**src/rtl/rgb_pwm_pkg.sv**
```systemverilog
// rgb_pwm_pkg: shared constants and helpers for the rgb_pwm_array LED driver.
// Holds the RGB565 field layout, the field-to-duty expansion, the PWM MAX
// helper and the breathing-envelope direction type (used only when
// RGB_PWM_BREATHE_EN is defined).
package rgb_pwm_pkg;

  // RGB565 field layout: R=[15:11], G=[10:5], B=[4:0].
  localparam int R_LSB = 11;
  localparam int R_W   = 5;
  localparam int G_LSB = 5;
  localparam int G_W   = 6;
  localparam int B_LSB = 0;
  localparam int B_W   = 5;

  // Widest supported PWM resolution; expansion results are carried at this width.
  localparam int PWM_W_MAX = 10;

  // Breathing envelope direction.
  typedef enum logic {
    ENV_UP   = 1'b0,
    ENV_DOWN = 1'b1
  } env_dir_e;

  // Largest PWM count for a w-bit counter.
  function automatic int pwm_max(input int w);
    return (1 << w) - 1;
  endfunction

  // Expand a k-bit colour field to w bits: left-justify it, then fill the
  // vacated low (w-k) bits with the field's own top (w-k) bits so that an
  // all-ones field maps to full scale. Valid for 5 <= k <= 6 and 6 <= w <= 10.
  function automatic logic [PWM_W_MAX-1:0] expand_field(input logic [5:0] field,
                                                        input int         k,
                                                        input int         w);
    logic [PWM_W_MAX-1:0] f;
    f = PWM_W_MAX'(field);
    return (f << (w - k)) | (f >> (2 * k - w));
  endfunction

endpackage

```
**src/rtl/rgb_pwm_channel.sv**
```systemverilog
// rgb_pwm_channel: one RGB LED channel. Holds the pending colour written by
// the port and the active duty triple used by the comparators; active is
// reloaded only when the top asserts load_i, so a colour change never tears
// a PWM period. With RGB_PWM_BREATHE_EN defined the loaded duty can be
// scaled by the global envelope.
module rgb_pwm_channel
  import rgb_pwm_pkg::*;
#(
  parameter int PWM_W = 6
) (
  input  logic             clk,
  input  logic             rst,
  input  logic             enable_i,
  input  logic             wr_en_i,
  input  logic [15:0]      wr_color_i,
  input  logic             load_i,
  input  logic [PWM_W-1:0] cnt_i,
`ifdef RGB_PWM_BREATHE_EN
  input  logic             scale_en_i,
  input  logic [PWM_W-1:0] env_i,
`endif
  output logic             r_o,
  output logic             g_o,
  output logic             b_o
);

  logic [15:0]      pending_q;
  logic [PWM_W-1:0] r_duty_q, g_duty_q, b_duty_q;
  logic [PWM_W-1:0] r_duty_d, g_duty_d, b_duty_d;
  logic [PWM_W-1:0] r_exp, g_exp, b_exp;
  logic             r_q, g_q, b_q;

  assign r_exp = PWM_W'(expand_field(6'(pending_q[R_LSB +: R_W]), R_W, PWM_W));
  assign g_exp = PWM_W'(expand_field(6'(pending_q[G_LSB +: G_W]), G_W, PWM_W));
  assign b_exp = PWM_W'(expand_field(6'(pending_q[B_LSB +: B_W]), B_W, PWM_W));

`ifdef RGB_PWM_BREATHE_EN
  // (duty * env) >> PWM_W: full-scale env leaves MAX at MAX-1.
  function automatic logic [PWM_W-1:0] scale(input logic [PWM_W-1:0] d,
                                             input logic [PWM_W-1:0] e);
    logic [2*PWM_W-1:0] p;
    p = (2*PWM_W)'(d) * (2*PWM_W)'(e);
    return p[2*PWM_W-1:PWM_W];
  endfunction
`endif

  // Duty value that will be captured at the next load.
  always_comb begin
    r_duty_d = r_exp;
    g_duty_d = g_exp;
    b_duty_d = b_exp;
`ifdef RGB_PWM_BREATHE_EN
    if (scale_en_i) begin
      r_duty_d = scale(r_exp, env_i);
      g_duty_d = scale(g_exp, env_i);
      b_duty_d = scale(b_exp, env_i);
    end
`endif
  end

  // Pending/active colour registers and the registered comparator outputs.
  // NOTE: every flop uses <=, so the load reads pending as it was before a
  // write in the same cycle; that write therefore lands in the next period.
  always_ff @(posedge clk) begin
    if (rst) begin
      pending_q <= '0;
      r_duty_q  <= '0;
      g_duty_q  <= '0;
      b_duty_q  <= '0;
      r_q       <= 1'b0;
      g_q       <= 1'b0;
      b_q       <= 1'b0;
    end else begin
      if (wr_en_i) pending_q <= wr_color_i;
      if (load_i) begin
        r_duty_q <= r_duty_d;
        g_duty_q <= g_duty_d;
        b_duty_q <= b_duty_d;
      end
      r_q <= enable_i && (cnt_i < r_duty_q);
      g_q <= enable_i && (cnt_i < g_duty_q);
      b_q <= enable_i && (cnt_i < b_duty_q);
    end
  end

  assign r_o = r_q;
  assign g_o = g_q;
  assign b_o = b_q;

endmodule

```
**src/rtl/rgb_pwm_array.sv**
```systemverilog
// rgb_pwm_array: NUM_CH-channel RGB LED PWM driver. Owns the prescaler, the
// shared PWM counter, period_start, write decode/error and (with the macro
// RGB_PWM_BREATHE_EN defined) the triangular breathing envelope; each LED is
// handled by an rgb_pwm_channel instance.
module rgb_pwm_array
  import rgb_pwm_pkg::*;
#(
  parameter int NUM_CH       = 4,
  parameter int PWM_W        = 6,
  parameter int PRESCALE     = 1,
  parameter int BREATHE_STEP = 4
) (
  input  logic              clk,
  input  logic              rst,
  input  logic              enable,
  input  logic              wr_en,
  input  logic [3:0]        wr_ch,
  input  logic [15:0]       wr_color,
`ifdef RGB_PWM_BREATHE_EN
  input  logic              breathe_on,
`endif
  output logic              wr_err,
  output logic              period_start,
  output logic [NUM_CH-1:0] rLED,
  output logic [NUM_CH-1:0] gLED,
  output logic [NUM_CH-1:0] bLED
);

  localparam int               MAX      = pwm_max(PWM_W);
  localparam logic [PWM_W-1:0] CNT_LAST = PWM_W'(MAX - 1);
  localparam int               PS_W     = (PRESCALE > 1) ? $clog2(PRESCALE) : 1;
  localparam logic [PS_W-1:0]  PS_LAST  = PS_W'(PRESCALE - 1);

  logic [PS_W-1:0]  presc_q, presc_d;
  logic [PWM_W-1:0] cnt_q, cnt_d;
  logic             ps_q, err_q;
  logic             tick, boundary, load, err_d;

  // Prescaler and PWM counter advance; both sit at 0 while disabled.
  // NOTE: every variable gets a default at the top of always_comb so no
  // path leaves it unassigned and no latch is inferred.
  always_comb begin
    presc_d  = presc_q;
    cnt_d    = cnt_q;
    tick     = enable && (presc_q == PS_LAST);
    boundary = tick && (cnt_q == CNT_LAST);
    if (!enable) begin
      presc_d = '0;
      cnt_d   = '0;
    end else if (tick) begin
      presc_d = '0;
      cnt_d   = boundary ? '0 : cnt_q + PWM_W'(1);
    end else begin
      presc_d = presc_q + PS_W'(1);
    end
  end

  // Active duty reloads at each period boundary, and continuously while disabled.
  assign load  = boundary || !enable;
  assign err_d = wr_en && ({1'b0, wr_ch} >= 5'(NUM_CH));

  // Counter, period_start pulse and write-error pulse registers.
  always_ff @(posedge clk) begin
    if (rst) begin
      presc_q <= '0;
      cnt_q   <= '0;
      ps_q    <= 1'b0;
      err_q   <= 1'b0;
    end else begin
      presc_q <= presc_d;
      cnt_q   <= cnt_d;
      ps_q    <= boundary;
      err_q   <= err_d;
    end
  end

  assign period_start = ps_q;
  assign wr_err       = err_q;

`ifdef RGB_PWM_BREATHE_EN
  localparam int              BS_W    = (BREATHE_STEP > 1) ? $clog2(BREATHE_STEP) : 1;
  localparam logic [BS_W-1:0] BS_LAST = BS_W'(BREATHE_STEP - 1);

  logic [PWM_W-1:0] env_q, env_d;
  env_dir_e         dir_q, dir_d;
  logic [BS_W-1:0]  bstep_q, bstep_d;

  // Envelope steps once every BREATHE_STEP boundaries, bouncing between 0 and MAX.
  always_comb begin
    env_d   = env_q;
    dir_d   = dir_q;
    bstep_d = bstep_q;
    if (boundary) begin
      if (bstep_q == BS_LAST) begin
        bstep_d = '0;
        if (dir_q == ENV_UP) begin
          env_d = env_q + PWM_W'(1);
          if (env_q == CNT_LAST) dir_d = ENV_DOWN;
        end else begin
          env_d = env_q - PWM_W'(1);
          if (env_q == PWM_W'(1)) dir_d = ENV_UP;
        end
      end else begin
        bstep_d = bstep_q + BS_W'(1);
      end
    end
  end

  // Envelope state registers.
  always_ff @(posedge clk) begin
    if (rst) begin
      env_q   <= '0;
      dir_q   <= ENV_UP;
      bstep_q <= '0;
    end else begin
      env_q   <= env_d;
      dir_q   <= dir_d;
      bstep_q <= bstep_d;
    end
  end
`endif

  for (genvar c = 0; c < NUM_CH; c++) begin : g_ch
    rgb_pwm_channel #(
      .PWM_W (PWM_W)
    ) u_ch (
      .clk        (clk),
      .rst        (rst),
      .enable_i   (enable),
      .wr_en_i    (wr_en && (wr_ch == 4'(c))),
      .wr_color_i (wr_color),
      .load_i     (load),
      .cnt_i      (cnt_q),
`ifdef RGB_PWM_BREATHE_EN
      .scale_en_i (breathe_on),
      .env_i      (env_q),
`endif
      .r_o        (rLED[c]),
      .g_o        (gLED[c]),
      .b_o        (bLED[c])
    );
  end

endmodule

```
**config.mk**
```make
export PLATFORM = sky130hd
export DESIGN_NAME = rgb_pwm_array
export DESIGN_NICKNAME = d
export VERILOG_FILES = /design/src/rtl/rgb_pwm_pkg.sv /design/src/rtl/rgb_pwm_channel.sv /design/src/rtl/rgb_pwm_array.sv
export SDC_FILE = /design/constraint.sdc
export NUM_CORES = 1
export LEC_CHECK = 0
export ABC_AREA = 1
export CAP_MARGIN = 15
export CORE_MARGIN = 8
export CORE_UTILIZATION = 56
export CTS_BUF_LIST = sky130_fd_sc_hd__clkbuf_8
export DETAILED_ROUTE_END_ITERATION = 8
export PLACE_DENSITY_LB_ADDON = 0.1
export RECOVER_POWER = 25
export SYNTH_ARGS = -nofsm -noshare
export SYNTH_HDL_FRONTEND = slang
export SYNTH_SLANG_ARGS = --single-unit
```
**constraint.sdc**
```tcl
create_clock -name clk -period 1.67 [get_ports clk]
set_input_delay 0.167 -clock clk [delete_from_list [all_inputs] [get_ports clk]]
set_output_delay 0.167 -clock clk [all_outputs]
set_load 0.02 [all_outputs]
```
Word level (Yosys, flattened, before mapping)
Index checks and enable logic that the tools add are counted.
- register bits: 157
- input port bits: 24
- output and inout port bits: 14
- word-level logic and storage cells: 86
- $add $sub $neg: 2
- magnitude comparators: 13
- equality and inequality tests: 4
- muxes and demuxes: 1
- bitwise gates (word level): 10
- reductions and logical operators: 24
- operator list (kind ; number):
    6-bit < comparator ; 12
    6-bit by 1-bit OR with 6-bit output ; 8
    1-bit logical AND ; 19
    4-bit by 2-bit == test with 1-bit output (second input constant) ; 2
    6-bit by 1-bit adder with 6-bit output (second input constant) ; 1
    6-bit == test (second input constant) ; 1
    6-bit two-way mux ; 1
    4-bit by 1-bit == test with 1-bit output (second input constant) ; 1
    4-bit by 3-bit >= comparator with 1-bit output (second input constant) ; 1
    4-bit logical NOT ; 1
    3-bit OR reduction ; 1
    1-bit NOT ; 2
    2-bit OR reduction ; 1
    1-bit adder (second input constant) ; 1
    1-bit logical NOT ; 1
    1-bit logical OR ; 1

Longest topological paths before layout
Gate-level depths: netlist (run 1).
- depth after elaboration: 4
- depth in mapped cells: 11
- depth with buffers taken out: 8

By module
A second synthesis (run 1) with hierarchy kept.
- cells, all modules: 909
- area total of the unflattened synthesis: 6800.3 µm²
- modules (own cells, without submodules) (module ; instances ; cells each ; area each (µm²) ; seq. area each (µm²)):
    rgb_pwm_channel ; 4 ; 210 ; 1572.8 ; 700.7
    rgb_pwm_array ; 1 ; 69 ; 509.2 ; 180.2

Worst setup path after synthesis (run 1)
OpenSTA, ideal clock, no wires.
- path kind: reg-to-reg
- from: reg cnt_q[1]
- to: reg g_ch[0].u_ch.g_duty_q[5]
- library setup time: 0.115 ns
- data arrival time: 1.532 ns
- data required time: 1.555 ns
- path slack: 0.023 ns
- stages on the path, launching flop included: 9
- buffers on the path: 2
- clock period less this slack: 1.647 ns
- path through: dfxtp_1 ha_1 inv_1 nor2_1 nand2_1 buf_6 buf_2 a21oi_1 nor2_1
- cells in the longest elaborated chain, start to end: 3
- ends and longest elaborated chain (element ; line ; source):
    start: declaration ; rgb_pwm_array.sv:35 ; logic [PWM_W-1:0] cnt_q, cnt_d;
    start signal: assignment ; rgb_pwm_array.sv:71 ; cnt_q <= cnt_d;
    6-bit == test ; rgb_pwm_array.sv:46 ; boundary = tick && (cnt_q == CNT_LAST);
    1-bit logical AND ; rgb_pwm_array.sv:46 ;
    1-bit logical OR ; rgb_pwm_array.sv:59 ; assign load = boundary || !enable;
    end signal: assignment ; rgb_pwm_channel.sv:77 ; g_duty_q <= g_duty_d;
    end: declaration ; rgb_pwm_channel.sv:28 ; logic [PWM_W-1:0] r_duty_q, g_duty_q, b_duty_q;
No other way between the ends.
A chain may end at the register's enable or synchronous reset.

Final worst setup path (run 1)
- from: reg g_ch[1].u_ch.b_q
- to: out bLED[1]
- RTL lines (element ; line ; source):
    start: declaration ; rgb_pwm_channel.sv:31 ; logic r_q, g_q, b_q;
    start signal: assignment ; rgb_pwm_channel.sv:82 ; b_q <= enable_i && (cnt_i < b_duty_q);
    end: declaration ; rgb_pwm_array.sv:26 ; output logic [NUM_CH-1:0] bLED
No word-level cell between the ends.

==> results of run 1 <==
## stage by stage
stage	power, mW	setup WS, ps
5_1_grt	7.75	39.9
2_1_floorplan	4.37	22.7
6_report	7.41	129
4_1_cts	7.49	80.5
3_5_place_dp	4.64	-2.06
3_3_place_gp	4.63	-1.59
## registers in the layout, summed over array words and instances (netlist names)
signal and flops:
g_ch.u_ch.pending_q 64, wr_err 1, g_ch.u_ch.r_duty_q 20, presc_q 1
g_ch.u_ch.g_o 4, g_ch.u_ch.g_duty_q 24, g_ch.u_ch.b_o 4, period_start 1
g_ch.u_ch.b_duty_q 20, g_ch.u_ch.r_o 4, cnt_q 6
## power by group through the flow
stage | Sequential (mW) | Combinational (mW) | Clock (mW)
2_1_floorplan | 3.79 | 0.581 | 0
3_3_place_gp | 3.79 | 0.833 | 0
3_5_place_dp | 3.80 | 0.843 | 0
4_1_cts | 3.71 | 0.847 | 2.93
5_1_grt | 3.73 | 0.948 | 3.07
6_report | 3.71 | 0.843 | 2.86
## cells in the mapped netlist
master / count
a21oi_1: 127
buf_1: 6
buf_2: 12
buf_4: 14
buf_6: 5
clkbuf_1: 38
clkinv_1: 2
conb_1: 1
dfxtp_1: 149
ha_1: 62
inv_1: 97
inv_2: 2
nand2_1: 170
nand3_1: 94
nand4_1: 60
nor2_1: 130
nor2_2: 2
nor2_4: 1
nor3_1: 1
o21ai_0: 28
o21bai_1: 1
## worst min-delay path, cell delays in order
cell and delay [ps]:
buf_4 100, nand2_1 120, nand2_1 90, a21oi_1 60
## kinds of logic after synthesis
family	share of synthesized area, %
and+or+nand+nor	27.4
buffers and inverters	10.5
AOI/OAI and AO/OA	10.7
DFF	40.8
adders and majority gates	10.6
other	0.0513
## worst paths after layout
| path | endpoint | slack, ps |
|---|---|---|
| setup / recovery | bLED[1] | 130 |
| hold / removal | cnt_q[1] | 140 |
| setup reg to reg | g_ch[3].u_ch.r_duty_q[3] | 200 |
| hold reg to reg | g_ch[0].u_ch.pending_q[13] | 460 |
## area by class of cell
class                   instances  area [um2]  share of cell area, %
clock buffers                  18         248                   3.00
clock inverters                14         161                   1.95
inverters                     101         379                   4.58
multi-input cells             677        3580                   43.3
flip-flops and latches        149        2980                   36.1
well taps                     172         215                   2.60
repair buffers                 70         704                   8.52
## layer usage
metal | vias up | wire length, um | track usage, %
met5 | - | 0 | 0
met4 | 0 | 286 | 7.65
met3 | 27 | 899 | 4.20
met2 | 144 | 8130 | 35.3
met1 | 2950 | 8320 | 28.8
li1 | 3313 | - | -
==> metrics.log, run 1 <==
INFO  metric unrepaired_setup_endpoints_after_global_routing = false
INFO  metric library_cell_used_as_clock_root_buffer = clkbuf_8
INFO  metric fin_nets = 1,102
INFO  metric comb_power_share = between 10% and 20%
INFO  metric critical_path.cell_chain = clkdlybuf4s50_1
INFO  metric net-switching-power = 1.91 mW
INFO  metric critPathArrivalTime = 1370 ps
INFO  metric num_vias = around 6.4k
INFO  metric area_delta_synth_final = 13.1%
INFO  metric postPlaceCellArea = approximately 7900 um2
INFO  metric totalNegativeSetupSlack = 0 ps
INFO  metric outcome = finished, final reports clean
INFO  metric synth_largest_area_cell = dfxtp_1
INFO  metric routabilityCongestion = 0.800
INFO  metric crit_slowest_cell = clkdlybuf4s50_1
INFO  metric hpwl = 11,800 um
INFO  metric setup.worst_path.start = g_ch[1].u_ch.b_o
INFO  metric synth_top_cells_by_area = dfxtp_1, ha_1, nand2_1
INFO  metric insertedDiodeCount = 0
INFO  metric layout-drive-gt1-share = between 6 and 7%
INFO  metric post-place-cells = ~1.2k
INFO  metric layout_commonest_cell = nand2_1
INFO  metric leakagePower = approximately 3.5 nW
INFO  metric power.clock.fraction = a little under 40%
INFO  metric detail_route.drc_violations = 0
INFO  metric die_area = around 17,000 um2
INFO  metric grt-ovfl-total = 0
INFO  metric cpLargestDelayFamily = buffers and inverters
INFO  metric report.final.slew_viol_count = 0
INFO  metric all_layer_global_routing_usage = around 22%
INFO  metric core_area = between 10,000 and 15,000 um2
INFO  metric yosys.area.top_type_share = around two fifths
INFO  metric ys_seq_elements = about 150
INFO  metric grt_start_max_net_pins = 69
INFO  metric critical_path_class = reg -> out
INFO  metric timing.slew.headroom = between 50 and 60%
INFO  metric worstSetupStartpointType = flip-flop
INFO  metric endpoint_kind = output pin
INFO  metric antenna_violations_before_repair = 0
INFO  metric worst_setup_hold_path_clk_slew = approximately 80 ps
INFO  metric reg2reg_depth = 8
INFO  metric ys_seq_area_share = about 40%
INFO  metric power.share.sequential = approximately half
INFO  metric required = approximately 1500 ps
INFO  metric post_cts.repair.setup_buffers = 0
INFO  metric final_min_period_over_clock_period = between 90% and 100%
INFO  metric max_stage_delay = roughly 600 ps
INFO  metric numCtsBuffers = 17
INFO  metric max-clock-path-buffers = 2
INFO  metric min-delay-path-class = in -> reg
INFO  metric grt_pass1_wl = about 29,000 um
INFO  metric final_cell_count_no_fill = 1,201
INFO  metric power.density = 897 nW/um2
INFO  metric htree_num_levels = 4
INFO  metric numPortBuffers = 37
INFO  metric antenna_violating_nets_post_route = 0
INFO  metric cts_tree = built
INFO  metric postCtsHoldBufs = 0
INFO  metric cp.buffers_inverters = 1
INFO  metric synth_warnings = 0
INFO  metric most-common-layout-cells = nand2_1, dfxtp_1, nor2_1
INFO  metric postCtsResizedCells = 0
INFO  metric max_cap_viols = 0
INFO  metric firstDrtPassIters = 5
INFO  metric cts_sinks = between 100 and 150
INFO  metric worst_pin_slew = between 600 and 700 ps
INFO  metric ir_drop_worst_case_vdd = 614 uV
INFO  metric initial_utilization = 57.7%
INFO  metric avgSynthCellArea = approximately 7.3 um2
INFO  metric worstHoldPathCells = 4
INFO  metric setup-violations-final = 0
INFO  metric cp.depth = 1
INFO  metric post_drt_wl_per_cell = ~15 um
INFO  metric layout_min_cycle_time = between 1500 and 2000 ps
INFO  metric top_level_ports = 38
INFO  metric final_cell_area = between 8000 and 9000 um2
INFO  metric synthesis.nets = 1,088
INFO  metric detail_route.iter0.violations = 467
INFO  metric finalWirelength = around 18,000 um
INFO  metric clock_latency_on_the_worst_skew_pair = between 400 and 500 ps
INFO  metric fin_worst_hold_slack = ~140 ps
INFO  metric fp.dieW = ~130 um
INFO  metric path_max_fanout = 1
INFO  metric clock-skew-final = around 7.5 ps
INFO  metric power.internal = around 5.5 mW
INFO  metric hold_path.startpoint = enable
INFO  metric number_of_filler_instances_in_the_final_layout = ~1.2k
INFO  metric rows = 41
INFO  metric vias_per_cell = about 5.4
INFO  metric synthesized_instance_count = 1,002
INFO  metric timing.rr.start = cnt_q[0]
INFO  metric layout.core_utilization = between 60% and 70%
INFO  metric die_ht = about 130 um
INFO  metric synthesis.area = ~7300 um2
INFO  metric first_global_vias = approximately 6k
INFO  metric fmax = between 600 and 700 MHz
INFO  metric report.final.hold_viol_count = 0
INFO  metric switching_share = approximately a quarter
INFO  metric synthDistinctLibCells = 21
Power figures use the tool's default switching activity.
==> run 2, diff against run 1 <==
--- a/config.mk
+++ b/config.mk
@@ -12,4 +12,5 @@
 export CTS_BUF_LIST = sky130_fd_sc_hd__clkbuf_8
 export DETAILED_ROUTE_END_ITERATION = 8
+export MAX_ROUTING_LAYER = met4
 export PLACE_DENSITY_LB_ADDON = 0.1
 export RECOVER_POWER = 25
==> constraint.sdc (replaced) <==
create_clock -name clk -period 1.67 [get_ports clk]
set_input_delay 0.167 -clock clk [delete_from_list [all_inputs] [get_ports clk]]
set_output_delay 0.167 -clock clk [all_outputs]
set_load 0.1 [all_outputs]
==> run 2 against run 1 <==
  * Worst hold slack lost 4.7 ps
  * Global-route usage is 0.38 points higher
  * Sequential share of layout area fell by 0.18 points
  * Clock skew grew 2.9 ps
  * Sequential power barely moved
  * Fmax grew 1.9%
  * Worst setup slack improved by 28 ps
  * Clock power grew 20%
  * Critical path depth increased by 8
  * Final cell count about the same
  * Register-to-register slack got worse by 40 ps
  * Combinational power rose by 14%
  * Critical path type is now reg -> reg
==> metrics.log, run 2 (synthesis gave the netlist of run 1 again) <==
INFO  metric initial_utilization = between 50% and 60%
INFO  metric core_area = 12,700 um2
INFO  metric worstSetupStartpointType = flip-flop
INFO  metric numPortBuffers = 37
INFO  metric routabilityCongestion = roughly 0.8
INFO  metric hold_path.startpoint = enable
INFO  metric critical_path_class = reg -> reg
INFO  metric clock_latency_on_the_worst_skew_pair = 460 ps
INFO  metric max_stage_delay = between 300 and 400 ps
INFO  metric ir_drop_worst_case_vdd = between 500 and 600 uV
INFO  metric net-switching-power = a little over 2 mW
INFO  metric antenna_violations_before_repair = 0
INFO  metric register_bank_with_the_most_flops = g_ch.u_ch.pending_q
INFO  metric report.final.hold_viol_count = 0
INFO  metric unrepaired_setup_endpoints_after_global_routing = false
INFO  metric comb_power_share = approximately an eighth
INFO  metric fp.dieW = 130 um
INFO  metric fmax = roughly 660 MHz
INFO  metric cts_sinks = ~150
INFO  metric firstDrtPassIters = 5
INFO  metric top_level_ports = 38
INFO  metric layout_min_cycle_time = around 1500 ps
INFO  metric numCtsBuffers = 17
INFO  metric setup-violations-final = 0
INFO  metric postCtsHoldBufs = 0
INFO  metric power.share.sequential = 45.8%
INFO  metric grt_start_max_net_pins = between 60 and 70
INFO  metric final_min_period_over_clock_period = 90.6%
INFO  metric power.density = slightly below 1000 nW/um2
INFO  metric most-common-layout-cells = nand2_1, dfxtp_1, nor2_1
INFO  metric critPathArrivalTime = approximately 1900 ps
INFO  metric outcome = finished, final reports clean
INFO  metric grt_pass1_wl = 28,600 um
INFO  metric power.clock.fraction = between 40% and 50%
INFO  metric setup_ws = about 160 ps
INFO  metric die_ht = about 130 um
INFO  metric min-delay-path-class = in -> reg
INFO  metric placement.setup.worst_slack = between 30 and 40 ps
INFO  metric all_layer_global_routing_usage = 22.3%
INFO  metric cpLargestDelayFamily = buffers and inverters
INFO  metric timing.slew.headroom = a little under a third
INFO  metric setup.worst_path.start = cnt_q[0]
INFO  metric cp.buffers_inverters = 3
INFO  metric totalNegativeSetupSlack = 0 ps
INFO  metric htree_num_levels = 4
INFO  metric detail_route.drc_violations = 0
INFO  metric timing.rr.start = cnt_q[0]
INFO  metric critical_path.cell_chain = inv_1, ha_1, inv_1, nor2_2, nand2_4, buf_4, nand3_1, nand2_1, nor2_1
INFO  metric fin_worst_hold_slack = 135 ps
INFO  metric num_vias = between 6k and 7k
INFO  metric regToRegSetupSlack = around 160 ps
INFO  metric critical-path-top-cell-by-count = inv_1
INFO  metric post_drt_wl_per_cell = roughly 15 um
INFO  metric finalWirelength = between 15,000 and 20,000 um
INFO  metric crit_slowest_cell = dfxtp_1
INFO  metric layout_commonest_cell = nand2_1
INFO  metric hpwl = ~12,000 um
INFO  metric max-clock-path-buffers = 2
INFO  metric cts_tree = built
INFO  metric rows = 41
INFO  metric switching_share = 25.4%
INFO  metric insertedDiodeCount = 0
INFO  metric max_cap_viols = 0
INFO  metric reg_top3 = g_ch.u_ch.pending_q (64), g_ch.u_ch.g_duty_q (24)
INFO  metric detail_route.iter0.violations = about 470
INFO  metric post_cts.repair.setup_buffers = 0
INFO  metric power.internal = between 6 and 7 mW
INFO  metric required = slightly above 2000 ps
INFO  metric path_max_fanout = 37
INFO  metric worst_pin_slew = approximately 1000 ps
INFO  metric area_delta_synth_final = 13.7%
INFO  metric die_area = 17,000 um2
INFO  metric layout-drive-gt1-share = around 8.3%
INFO  metric antenna_violating_nets_post_route = 0
INFO  metric max_reg_flops = 64
INFO  metric library_cell_used_as_clock_root_buffer = clkbuf_8
INFO  metric endpoint_kind = flip-flop
INFO  metric clock-skew-final = 10.4 ps
INFO  metric worst_setup_hold_path_clk_slew = roughly 80 ps
INFO  metric vias_per_cell = ~5.3
INFO  metric report.final.slew_viol_count = 0
INFO  metric first_global_vias = approximately 5.7k
INFO  metric leakagePower = about 3.6 nW
INFO  metric grt-ovfl-total = 0
INFO  metric fin_nets = roughly 1.1k
## run 2: cell types whose count changed in the layout (fill, tap and decap cells not counted)
cell,previous run,this run
inv_6,0,2
clkdlybuf4s50_1,35,21
buf_4,22,39
clkinv_2,4,1
clkbuf_1,1,0
clkinvlp_4,4,1
clkinv_4,2,1
clkbuf_2,3,1
clkbuf_8,18,20
inv_1,99,98
buf_12,8,7
bufinv_16,3,6
inv_2,1,2
## run 2: stage by stage
stage               total power, mW  instances  cell area (um2)  utilization (%)
finish                         8.11       1200             8310             65.6
global route                   8.42       1200             8310             65.6
CTS                            8.17       1200             8310             65.6
detailed placement             4.76       1168             7810             61.7
global placement               4.75       1168             7810             61.7
floorplan                      4.50       1002             7310                -
## run 2: layout make-up
cell class / count / area [um2]
Clock buffer: 20 / 275
Clock inverter: 12 / 223
Fill cell: 1171 / 4360
Inverter: 101 / 379
Multi-Input combinational cell: 677 / 3580
Sequential cell: 149 / 2980
Tap cell: 172 / 215
Timing Repair Buffer: 69 / 658
## run 2: timing repair
action	CTS	global route
hold endpoints to repair	0	0
setup endpoints to repair	0	3
resized for setup	0	1
## run 2: metal layers
metal / vias to the layer above / GRT usage (%) / wire (um)
met2: 144 / 33.6 / 8180
li1: 3316 / - / -
met1: 2877 / 29.1 / 8280
met4: 0 / 7.65 / 259
met5: - / - / 0
met3: 25 / 4.86 / 907
## run 2: power by group through the flow
stage	Combinational [mW]	Sequential [mW]	Clock (mW)
CTS	0.966	3.71	3.49
detailed placement	0.960	3.80	0
global placement	0.953	3.79	0
floorplan	0.701	3.79	0
global route	1.07	3.72	3.63
finish	0.965	3.71	3.43
## run 2: path summary, 6_finish.rpt
| kind | end | depth (start not counted) |
|---|---|---|
| max | g_ch[3].u_ch.r_duty_q[0] | 9 |
| min | cnt_q[1] | 4 |
| min reg2reg | g_ch[0].u_ch.pending_q[8] | 2 |
| max reg2reg | g_ch[3].u_ch.r_duty_q[0] | 9 |
## run 2: worst register-to-register path, cell delays in order, from the launching register on
cell and delay, ps:
dfxtp_1 340, inv_1 60, ha_1 190, inv_1 60
nor2_2 50, nand2_4 90, buf_4 340, nand3_1 150
nand2_1 90, nor2_1 40
==> run 3, diff against run 2 <==
SLEW_MARGIN = 30   (was default)
==> results of run 3 <==
The final DEF is identical to that of run 2; final timing and power are the same.
